$ cat src/rtl/seg_disp_pkg.sv
// Shared constants and helpers for the seven-segment display datapath.
// Segment patterns are active-high, bit 0 = a ... bit 6 = g; polarity is
// applied only at the output register of the driver.
package seg_disp_pkg;

  localparam logic [6:0] SEG_0     = 7'h3F;
  localparam logic [6:0] SEG_1     = 7'h06;
  localparam logic [6:0] SEG_2     = 7'h5B;
  localparam logic [6:0] SEG_3     = 7'h4F;
  localparam logic [6:0] SEG_4     = 7'h66;
  localparam logic [6:0] SEG_5     = 7'h6D;
  localparam logic [6:0] SEG_6     = 7'h7D;
  localparam logic [6:0] SEG_7     = 7'h07;
  localparam logic [6:0] SEG_8     = 7'h7F;
  localparam logic [6:0] SEG_9     = 7'h6F;
  localparam logic [6:0] SEG_A     = 7'h77;
  localparam logic [6:0] SEG_B     = 7'h7C;
  localparam logic [6:0] SEG_C     = 7'h39;
  localparam logic [6:0] SEG_D     = 7'h5E;
  localparam logic [6:0] SEG_E     = 7'h79;
  localparam logic [6:0] SEG_F     = 7'h71;
  localparam logic [6:0] SEG_DASH  = 7'h40;
  localparam logic [6:0] SEG_BLANK = 7'h00;

  // Active-low one-hot digit select codes
  localparam logic [3:0] SEL_D0 = 4'b1110;
  localparam logic [3:0] SEL_D1 = 4'b1101;
  localparam logic [3:0] SEL_D2 = 4'b1011;
  localparam logic [3:0] SEL_D3 = 4'b0111;

  // True when exactly one bit of the select vector is low
  function automatic logic sel_is_valid(input logic [3:0] s);
    logic [3:0] on;
    on = ~s;
    return (on != 4'd0) && ((on & (on - 4'd1)) == 4'd0);
  endfunction

endpackage

$ cat src/rtl/seg7_decode.sv
// Nibble to active-high seven-segment pattern converter.
// With HEX_EN=0 the non-decimal nibbles render as a dash.
module seg7_decode
  import seg_disp_pkg::*;
#(
  parameter bit HEX_EN = 1'b1
) (
  input  logic [3:0] nibble,
  output logic [6:0] pat
);

  // Lookup of the glyph for the selected nibble
  always_comb begin
    pat = SEG_DASH;
    case (nibble)
      4'h0: pat = SEG_0;
      4'h1: pat = SEG_1;
      4'h2: pat = SEG_2;
      4'h3: pat = SEG_3;
      4'h4: pat = SEG_4;
      4'h5: pat = SEG_5;
      4'h6: pat = SEG_6;
      4'h7: pat = SEG_7;
      4'h8: pat = SEG_8;
      4'h9: pat = SEG_9;
      4'hA: pat = HEX_EN ? SEG_A : SEG_DASH;
      4'hB: pat = HEX_EN ? SEG_B : SEG_DASH;
      4'hC: pat = HEX_EN ? SEG_C : SEG_DASH;
      4'hD: pat = HEX_EN ? SEG_D : SEG_DASH;
      4'hE: pat = HEX_EN ? SEG_E : SEG_DASH;
      4'hF: pat = HEX_EN ? SEG_F : SEG_DASH;
      default: pat = SEG_DASH;
    endcase
  end

endmodule

$ cat src/rtl/seg_data_drv.sv
// Segment-data driver for a 4-digit multiplexed seven-segment display.
// seg is registered against the predicted next select so that segment data
// and digit select switch on the same edge. New values wait in a pending
// register and are only committed at the start of a frame (digit 3).
module seg_data_drv
  import seg_disp_pkg::*;
#(
  parameter bit SEG_ACTIVE_LOW = 1'b1,
  parameter bit HEX_EN         = 1'b1,
  parameter bit BLANK_LZ       = 1'b1
) (
  input  logic        clk,
  input  logic        rst,
  input  logic [3:0]  sel,
  input  logic        disp_en,
  input  logic        data_valid,
  input  logic [15:0] data_in,
  input  logic [3:0]  dp_in,
  output logic        data_ready,
  output logic [7:0]  seg,
  output logic        frame_sync
);

  logic [15:0] disp_q;
  logic [3:0]  dp_q;
  logic [15:0] pend_q;
  logic [3:0]  pend_dp_q;
  logic        pending_q;
  logic [7:0]  seg_p1;
  logic        fs_p1;

  logic [3:0]  nsel;
  logic        sel_ok;
  logic        commit;
  logic [15:0] eff_data;
  logic [3:0]  eff_dp;
  logic        z3, z2, z1;
  logic [3:0]  nib;
  logic        dp_bit;
  logic        blank;
  logic [6:0]  pat;
  logic [7:0]  seg_hi;

  // Map an active-high pattern onto the pin polarity
  function automatic logic [7:0] apply_pol(input logic [7:0] x);
    return SEG_ACTIVE_LOW ? ~x : x;
  endfunction

  assign nsel     = {sel[2:0], sel[3]};
  assign sel_ok   = sel_is_valid(sel);
  assign commit   = sel_ok && (sel == SEL_D2) && pending_q;
  // At the commit edge digit 3 must already show the new value
  assign eff_data = commit ? pend_q : disp_q;
  assign eff_dp   = commit ? pend_dp_q : dp_q;
  assign z3       = (eff_data[15:12] == 4'h0);
  assign z2       = (eff_data[11:8] == 4'h0);
  assign z1       = (eff_data[7:4] == 4'h0);

  // Select nibble, decimal point and blanking for the digit shown next
  always_comb begin
    nib    = eff_data[3:0];
    dp_bit = eff_dp[0];
    blank  = 1'b0;
    case (nsel)
      SEL_D0: begin
        nib    = eff_data[3:0];
        dp_bit = eff_dp[0];
      end
      SEL_D1: begin
        nib    = eff_data[7:4];
        dp_bit = eff_dp[1];
        blank  = BLANK_LZ && z3 && z2 && z1;
      end
      SEL_D2: begin
        nib    = eff_data[11:8];
        dp_bit = eff_dp[2];
        blank  = BLANK_LZ && z3 && z2;
      end
      SEL_D3: begin
        nib    = eff_data[15:12];
        dp_bit = eff_dp[3];
        blank  = BLANK_LZ && z3;
      end
      default: ;
    endcase
  end

  seg7_decode #(.HEX_EN(HEX_EN)) u_dec (
    .nibble (nib),
    .pat    (pat)
  );

  // Final active-high segment word; an illegal select or a disabled display forces all off
  always_comb begin
    seg_hi = {dp_bit, blank ? SEG_BLANK : pat};
    if (!disp_en || !sel_ok) seg_hi = 8'h00;
  end

  // ---- stage p1: registered segments, handshake and frame commit ----
  // Output register plus pending/display bookkeeping
  always_ff @(posedge clk) begin
    if (rst) begin
      seg_p1    <= apply_pol(8'h00);
      fs_p1     <= 1'b0;
      pending_q <= 1'b0;
      pend_q    <= 16'h0000;
      pend_dp_q <= 4'h0;
      disp_q    <= 16'h0000;
      dp_q      <= 4'h0;
    end else begin
      seg_p1 <= apply_pol(seg_hi);
      fs_p1  <= commit;
      if (commit) begin
        disp_q    <= pend_q;
        dp_q      <= pend_dp_q;
        pending_q <= 1'b0;
      end else if (data_valid && !pending_q) begin
        pend_q    <= data_in;
        pend_dp_q <= dp_in;
        pending_q <= 1'b1;
      end
    end
  end

  assign seg        = seg_p1;
  assign frame_sync = fs_p1;
  assign data_ready = !pending_q;

endmodule

$ cat config.mk
export PLATFORM = sky130hd
export DESIGN_NAME = seg_data_drv
export DESIGN_NICKNAME = d
export VERILOG_FILES = /design/src/rtl/seg_disp_pkg.sv /design/src/rtl/seg7_decode.sv /design/src/rtl/seg_data_drv.sv
export SDC_FILE = /design/constraint.sdc
export NUM_CORES = 1
export LEC_CHECK = 0
export CAP_MARGIN = 20
export CORE_MARGIN = 5
export CORE_UTILIZATION = 40
export CTS_CLUSTER_DIAMETER = 80
export DETAILED_ROUTE_END_ITERATION = 10
export GPL_ROUTABILITY_DRIVEN = 1
export GPL_TIMING_DRIVEN = 1
export HOLD_SLACK_MARGIN = 0.08
export SYNTH_ARGS = -nofsm -noshare
export SYNTH_HDL_FRONTEND = slang
export SYNTH_SLANG_ARGS = --single-unit
$ cat constraint.sdc
create_clock -name clk -period 2.05 [get_ports clk]
set_input_delay 0.41 -clock clk [delete_from_list [all_inputs] [get_ports clk]]
set_output_delay 0.41 -clock clk [all_outputs]
set_load 0.005 [all_outputs]
==> out/qor.yml, run 1 <==
use_met1_pct: 21.4
dpl_cell_area_um2: 3030
post-route-util_pct: 53.8
period_needed_ps: 1900
cts-root-buf: "clkbuf_8"
arrival_ps: 2080
rrSetupSlack_ps: 150
vdd_drop_max_v: 0.000263
grt_start_max_net_pins: 43
grt_use_met2_pct: 24.9
diodes: 0
powerDensity_nw_per_um2: 598
postRouteAntennaNets: 0
htreeDepth: 2
multi_input_area_um2: 1250
busiest_layer: "met2"
synthFlopType: "dfxtp_1"
rsz0062_at_grt: "no"
hold_class: "flip-flop to flip-flop"
setup_violations: 0
crit_required_ps: 2230
stdcell_count: 428
final_layout_size_suffix_gt1_share_pct: 21.5
run_status: "complete, no violations"
cts_tree: "yes"
hold_viol: 0
fmax_mhz: 525
ys_seq_area_share_pct: 42.2
async_flop_share_pct: 0
final.period_utilization_pct: 92.8
path_class: "primary input to flip-flop"
nets: 384
final.setup.worst_slack_ps: 147
routed_wl_mm: 5.70
synth-edff-count: 0
tightest_slew_ps: 427
whs_ps: 457
leakage_nw: 1.24
route.detailed.drc: 0
port_buffers: 37
setup_tns_ps: 0
ys_types: 49
slew-limit-headroom_pct: 71.5
grt_pass1_wl_mm: 9.56
drv_cap: 0
gr-total-overflow: 0
start_util_pct: 40.5
die_h_um: 87.0
insertion_delay_ps: 300
num_vias: 2184
antenna_found_initial: 0
final_cell_mix: "nand2_1, dfxtp_1, buf_4"
setup.worst_path.start_class: "primary input"
grtUsageMet3_pct: 2.84
cts_buffer_depth: 2
first_pass_iters: 4
coreArea_um2: 5850
cp-end-kind: "flip-flop"
drt_iter0_drc: 152
syn_nets: 316
grt.total_usage_pct: 15.5
skew_ps: 5.85
die_w_um: 87.0
grt_pass1_vias: 2058
ys_seq_elements: 50
crit_path_max_fanout: 6
ys_warn_count: 0
synthToLayoutAreaGrowth_pct: 32.6
via_per_inst: 5.10
avgSynthCellArea_um2: 8.35
routabilityCongestion: 0.903
die_area_um2: 7570
seq_area_um2: 1000
drv_slew: 0
drt-wirelength-per-cell_um: 13.3
clkSinkCount: 50
synth_area_um2: 2370
layout_commonest_cell: "nand2_1"
preCtsSetupSlack_ps: -627
cts_inserted_buffers: 5
fin_area_um2: 3150
synthCells: 284
dp_hpwl_mm: 4.22
placed_cells: 418
io_pins: 38
clkTransAtPathRegs_ps: 90
fillers: 586
p_total_mw: 1.88
cts_hold_buf: 0
rows: 28
[worst max-delay path, cell delays in order]
cell and delay (ps):
buf_2 150, and4b_4 340, mux2i_1 200, o2111ai_1 160
o211ai_2 150, inv_4 90, ha_4 190, inv_1 60
nor2_1 40, a31oi_1 150, o221ai_1 140
[cells in the mapped netlist (2+ instances only)]
cell type	number	area share [%]
buf_4	3	0.95
nand2_1	78	12
o211a_1	2	0.84
o221ai_1	4	1.5
nand3_1	2	0.42
o21ai_0	6	1.3
buf_6	4	1.9
nor2_4	2	0.95
nor2_1	10	1.6
dfxtp_1	50	42
and4b_4	2	1.2
inv_1	8	1.3
mux2_2	2	0.95
o211ai_2	2	1.1
a21oi_1	42	8.9
o311ai_1	2	0.74
a22oi_1	2	0.63
nor3_1	3	0.63
xnor2_1	2	0.74
ha_1	4	2.1
nor4_1	3	0.79
a211oi_1	3	0.95
a31oi_1	2	0.53
clkbuf_1	10	1.6
o22ai_1	3	0.79
nor2b_1	2	0.53
mux2i_1	9	3.8
[where the power goes]
part | switching [mW] | total, mW | leakage (nW) | internal, mW
Sequential | 0.0179 | 1.02 | 0.407 | 1.00
Combinational | 0.133 | 0.283 | 0.787 | 0.150
Clock | 0.332 | 0.580 | 0.0458 | 0.248
[state kept, by name, summed over array words and instances, names as in the netlist]
signal / count
disp_q: 16
pending_q: 1
pend_q: 16
dp_q: 4
frame_sync: 1
pend_dp_q: 4
seg: 8
[worst paths after layout]
path | from | end | depth (start not counted)
setup / recovery | sel[0] | seg[5] | 11
hold / removal | disp_q[3] | disp_q[3] | 2
setup reg to reg | pending_q | seg[0] | 5
hold reg to reg | disp_q[3] | disp_q[3] | 2
[final cells by class]
type                            instances  share of cell area, %
Tap cell                               75                   2.98
Timing Repair Buffer                   80                   21.4
Clock buffer                            6                   2.31
Sequential cell                        50                   31.8
Clock inverter                          2                  0.557
Multi-Input combinational cell        206                   39.8
Inverter                                9                   1.15
[cells by family after synthesis]
family          after synthesis  synth area share (%)
compound gates               78                  21.2
xor+xnor                      3                  1.11
fa+ha+maj                     4                  2.11
buf+inv                      28                  6.33
flops                        50                  42.2
mux                          12                  5.38
simple gates                109                  21.7
[layer usage]
layer	up-vias	share of wire, %
li1	1116	-
met1	1013	48
met2	47	46
met3	8	4.5
met4	0	1.5
met5	-	0
[repair_timing]
action	4_1_cts	5_1_grt
setup buffers	0	2
resized for setup	10	13
endpoints found under the setup margin	7	5
gates cloned	0	0
pin swaps	1	5
(Power assumes the default switching activity.)
==> inputs of run 2 (changes only) <==
==> constraint.sdc (replaced) <==
create_clock -name clk -period 2.2 [get_ports clk]
set_input_delay 0.44 -clock clk [delete_from_list [all_inputs] [get_ports clk]]
set_output_delay 0.44 -clock clk [all_outputs]
set_load 0.005 [all_outputs]
==> out/qor.yml, run 2 (same netlist as run 1, synthesis figures left out) <==
run_status: "complete, no violations"  # unchanged
setup_violations: 0  # unchanged
die_w_um: 87.0  # unchanged
io_pins: 38  # unchanged
routed_wl_mm: 5.55  # was 5.70 mm
final_cell_mix: "nand2_1, dfxtp_1, a21oi_1, buf_4, clkdlybuf4s50_1"  # was nand2_1, dfxtp_1, buf_4
final.setup.worst_slack_ps: 175  # was 147 ps
final_layout_size_suffix_gt1_share_pct: 19.9  # was 21.5%
coreArea_um2: 5850  # unchanged
grt_pass1_wl_mm: 9.60  # was 9.56 mm
r2r_cells: 9  # was 5
hold_viol: 0  # unchanged
clkSinkCount: 50  # unchanged
grt_start_max_net_pins: 43  # unchanged
cts-root-buf: "clkbuf_8"  # unchanged
routabilityCongestion: 0.926  # was 0.903
hold-path-cell-count: 2  # unchanged
cpMaxStageDelayCell: "clkdlybuf4s15_1"  # was and4b_4
htreeDepth: 2  # unchanged
powerDensity_nw_per_um2: 566  # was 598 nW/µm²
tightest_slew_ps: 637  # was 427 ps
cp-end-kind: "flip-flop"  # unchanged
final.period_utilization_pct: 92.0
via_per_inst: 5.02  # was 5.10
die_h_um: 87.0  # unchanged
rsz0062_at_grt: "no"  # unchanged
skew_ps: 10.3  # was 5.85 ps
die_area_um2: 7570  # unchanged
r2r-start: "pending_q"  # unchanged
synthToLayoutAreaGrowth_pct: 31.3  # was 32.6%
drt_iter0_drc: 136  # was 152
drt-wirelength-per-cell_um: 13.0  # was 13.3 µm
min_from: "pend_q[3]"  # was disp_q[3]
whs_ps: 455  # was 457 ps
cts_inserted_buffers: 5  # unchanged
setup.worst_path.start_class: "primary input"  # unchanged
cts_buffer_depth: 2  # unchanged
placed_cells: 419  # was 418
dp_hpwl_mm: 4.20  # was 4.22 mm
slew-limit-headroom_pct: 57.5  # was 71.5%
clkTransAtPathRegs_ps: 100  # was 90 ps
path_cells: "clkdlybuf4s15_1 -> and4b_4 -> mux2i_1 -> o2111ai_1 -> o211ai_2 -> ha_1 -> inv_1 -> nor3_1 -> a311oi_1 -> o21ai_1"  # was buf_2 -> and4b_4 -> mux2i_1 -> o2111ai_1 -> o211ai_2 -> inv_4 -> ha_4 -> inv_1 -> nor2_1 -> a31oi_1 -> o221ai_1
insertion_delay_ps: 310  # was 300 ps
port_buffers: 37  # unchanged
preCtsSetupSlack_ps: -615  # was -627 ps
layout_commonest_cell: "nand2_1"  # unchanged
stdcell_count: 427  # was 428
post-route-util_pct: 53.2  # was 53.8%
cts_tree: "yes"  # unchanged
crit_path_max_fanout: 7  # was 6
period_needed_ps: 2020
path_class: "primary input to flip-flop"  # unchanged
cp-startpoint: "sel[3]"  # was sel[0]
route.detailed.drc: 0  # unchanged
postRouteAntennaNets: 0  # unchanged
crit_required_ps: 2400  # was 2230 ps
antenna_found_initial: 0  # unchanged
cts_hold_buf: 0  # unchanged
diodes: 0  # unchanged
nets: 383  # was 384
first_pass_iters: 5  # was 4
path_depth: 10  # was 11
drv_slew: 0  # unchanged
arrival_ps: 2220  # was 2080 ps
fmax_mhz: 494
drv_cap: 0  # unchanged
path_delay_family: "compound AO/OA/AOI/OAI gates"  # unchanged
rows: 28  # unchanged
grt_pass1_vias: 2068  # was 2058
start_util_pct: 40.5  # unchanged
leakage_nw: 1.23  # was 1.24 nW
grt.total_usage_pct: 15.5  # about the same
cp-endpoint: "seg[3]"  # was seg[5]
max_stage_delay_ps: 300  # was 340 ps
post-cts-setup-buffers: 0  # unchanged
hold_class: "flip-flop to flip-flop"  # unchanged
gr-total-overflow: 0  # unchanged
r2r-end: "seg[3]"  # was seg[0]
critPathBufInv: 2  # was 3
num_vias: 2144  # was 2184
vdd_drop_max_v: 0.000287  # was 0.000263 V
rrSetupSlack_ps: 300  # was 150 ps
-- run 2: cell types whose count changed in the layout (fill, tap and decap cells not counted), sizes merged --
cell,change
inv,+1
buf,-3
clkdlybuf4s15,+1
-- run 2: layout make-up --
type	instances	area [µm²]
fillers	566	2740
multi-input cells	206	1220
flip-flops and latches	50	1000
repair buffers	79	671
well taps	75	93.8
clock buffers	5	68.8
inverters	9	36.3
clock inverters	3	22.5
-- run 2: worst min path at each step --
stage,endpoint,slack (ps)
4_1_cts,disp_q[0],460
6_report,disp_q[3],460
2_1_floorplan,disp_q[2],430
3_5_place_dp,disp_q[0],440
5_1_grt,disp_q[4],480
3_3_place_gp,disp_q[3],440
-- run 2: metrics by stage --
step	area [µm²]	total power [mW]	setup TNS [ps]
after floorplan	2370	1.11	0
after global placement	3040	1.23	-4870
after detailed placement	3040	1.23	-6000
after CTS	3130	1.78	0
after global routing	3110	1.84	0
final	3110	1.76	0
-- run 2: what timing repair did --
| item | in CTS | in global routing |
|---|---|---|
| gates resized for setup | 6 | 8 |
| endpoints found under the hold margin | 0 | 0 |
| pin swaps | 0 | 1 |
| setup endpoints to repair | 7 | 5 |
-- run 2: worst min-delay path, delay by kind of cell (launching register included) --
| family | cells | cell delay [ps] |
|---|---|---|
| AND/OR/NAND/NOR | 1 | 50 |
| AO/OA/AOI/OAI | 1 | 50 |
| flip-flops | 1 | 320 |
-- run 2: where the power goes --
part           leakage, nW  total, mW  internal, mW  switching (mW)
clock               0.0489      0.554         0.231           0.323
sequential           0.407      0.949         0.932          0.0166
combinational        0.778      0.259         0.137           0.122
total                 1.23       1.76          1.30           0.462
-- run 2: routing by layer --
metal	GRT usage [%]	wire (µm)	share of wire [%]	up-vias
li1	-	-	-	1114
met1	21.7	2800	50	987
met2	24.4	2480	45	37
met3	2.37	199	3.6	6
met4	5.24	68	1.2	0
met5	0	0	0	-
==> inputs of run 3 (changes only) <==
--- a/config.mk
+++ b/config.mk
@@ -6,7 +6,6 @@
 export NUM_CORES = 1
 export LEC_CHECK = 0
 export CAP_MARGIN = 20
-export CORE_MARGIN = 5
 export CORE_UTILIZATION = 40
 export CTS_CLUSTER_DIAMETER = 80
 export DETAILED_ROUTE_END_ITERATION = 10
==> out/qor.yml, run 3 (same netlist as run 1, synthesis figures left out) <==
cp-end-kind: "flip-flop"  # unchanged
die_area_um2: 6240  # was 7570 µm²
port_buffers: 37  # unchanged
final_layout_size_suffix_gt1_share_pct: 21.2  # was 19.9%
coreArea_um2: 5610  # was 5850 µm²
crit_required_ps: 2420  # was 2400 ps
r2r_cells: 5  # was 9
synthToLayoutAreaGrowth_pct: 34.4  # was 31.3%
tightest_slew_ps: 687  # was 637 ps
hold_class: "flip-flop to flip-flop"  # unchanged
rrSetupSlack_ps: 280  # was 300 ps
final.setup.worst_slack_ps: 90.6  # was 175 ps
r2r-start: "pending_q"  # unchanged
routabilityCongestion: 0.936  # was 0.926
io_pins: 38  # unchanged
skew_ps: 5.59  # was 10.3 ps
hold-path-cell-count: 2  # unchanged
die_w_um: 79.0  # was 87.0 µm
dp_hpwl_mm: 4.09  # was 4.20 mm
path_class: "primary input to flip-flop"  # unchanged
drt-wirelength-per-cell_um: 13.0  # about the same
start_util_pct: 42.3  # was 40.5%
vdd_drop_max_v: 0.000365  # was 0.000287 V
rows: 27  # was 28
preCtsSetupSlack_ps: -503  # was -615 ps
layout_commonest_cell: "nand2_1"  # unchanged
setup.worst_path.start_class: "primary input"  # unchanged
grt_start_max_net_pins: 43  # unchanged
r2r-end: "seg[0]"  # was seg[3]
gr-total-overflow: 0  # unchanged
diodes: 0  # unchanged
period_needed_ps: 2110  # was 2020 ps
grt_pass1_vias: 1994  # was 2068
powerDensity_nw_per_um2: 593  # was 566 nW/µm²
holdPathEnd: "disp_q[3]"  # unchanged
cts-root-buf: "clkbuf_8"  # unchanged
antenna_found_initial: 0  # unchanged
drt_iter0_drc: 132  # was 136
first_pass_iters: 4  # was 5
routed_wl_mm: 5.53  # was 5.55 mm
drv_slew: 0  # unchanged
multi_input_area_um2: 1250  # was 1220 µm²
final_cell_mix: "nand2_1, dfxtp_1, buf_4"  # was nand2_1, dfxtp_1, a21oi_1, buf_4, clkdlybuf4s50_1
fmax_mhz: 474  # was 494 MHz
cts_inserted_buffers: 5  # unchanged
fillers: 546  # was 566
slew-limit-headroom_pct: 54.1  # was 57.5%
crit_path_max_fanout: 7  # unchanged
rsz0062_at_grt: "no"  # unchanged
clkSinkCount: 50  # unchanged
cts_buffer_depth: 2  # unchanged
cts_tree: "yes"  # unchanged
htreeDepth: 2  # unchanged
clkTransAtPathRegs_ps: 100  # about the same
final.period_utilization_pct: 95.9  # was 92.0%
postRouteAntennaNets: 0  # unchanged
dpl_cell_area_um2: 3030  # was 3040 µm²
arrival_ps: 2330  # was 2220 ps
die_h_um: 79.0  # was 87.0 µm
leakage_nw: 1.26  # was 1.23 nW
seq_area_um2: 1000  # unchanged
fin_area_um2: 3190  # was 3110 µm²
grt.total_usage_pct: 19.2  # was 15.5%
insertion_delay_ps: 310  # about the same
num_vias: 2160  # was 2144
nets: 385  # was 383
min_from: "disp_q[3]"  # was pend_q[3]
drv_cap: 0  # unchanged
grt_pass1_wl_mm: 9.36  # was 9.60 mm
run_status: "complete, no violations"  # unchanged
setup_violations: 0  # unchanged
route.detailed.drc: 0  # unchanged
hold_viol: 0  # unchanged
via_per_inst: 5.07  # was 5.02
==> run 3: repair_timing <==
item	CTS	global route
endpoints found under the setup margin	7	4
gates resized for setup	8	7
pin swaps	6	6
hold buffers	0	0
gates cloned	0	0
buffers inserted	2	1
==> run 3: worst max path at each step <==
stage                start      to  slack [ps]
floorplan           sel[1]  seg[3]          40
global placement    sel[3]  seg[0]        -420
detailed placement  sel[2]  seg[3]        -500
CTS                 sel[0]  seg[3]          80
global route        sel[0]  seg[3]           9
finish              sel[0]  seg[0]          90
==> run 3: area by class of cell <==
type | instances | area share [%]
clock buffer | 5 | 2.16
clock inverter | 3 | 1.49
inverter | 9 | 1.14
multi-input combinational | 206 | 39.2
sequential | 50 | 31.4
tap | 72 | 2.82
timing repair buffer | 81 | 21.8
==> run 3: report_power, final <==
group,internal (mW),switching (mW),total (mW)
clock,0.347,0.326,0.673
sequential,0.932,0.0173,0.949
combinational,0.143,0.125,0.268
total,1.42,0.469,1.89
==> run 3: critical path: stages <==
cell           delay [ps]
dlygate4sd2_1         240
buf_6                 130
and4b_4               330
mux2i_2               210
o2111ai_2             150
o211ai_4              150
inv_4                  50
buf_4                 140
o41a_1                410
o311ai_1               80
==> run 3: per-layer routing <==
layer / vias up / GRT usage [%] / wire length, µm
met5: - / 0 / 0
met4: 0 / 7.27 / 87
met3: 8 / 3.68 / 199
met2: 39 / 29.7 / 2490
met1: 992 / 26.3 / 2760
li1: 1121 / - / -
==> run 3: stage by stage <==
step                      setup TNS (ps)  hold slack [ps]  utilization, %  cells  power [mW]
after floorplan                        0              432               -    284        1.11
after global placement             -4710              440            54.0    415        1.23
after detailed placement           -4740              445            54.0    415        1.23
after CTS                              0              459            56.4    425        1.91
after global routing                   0              473            56.9    426        1.98
final                                  0              460            56.9    426        1.89
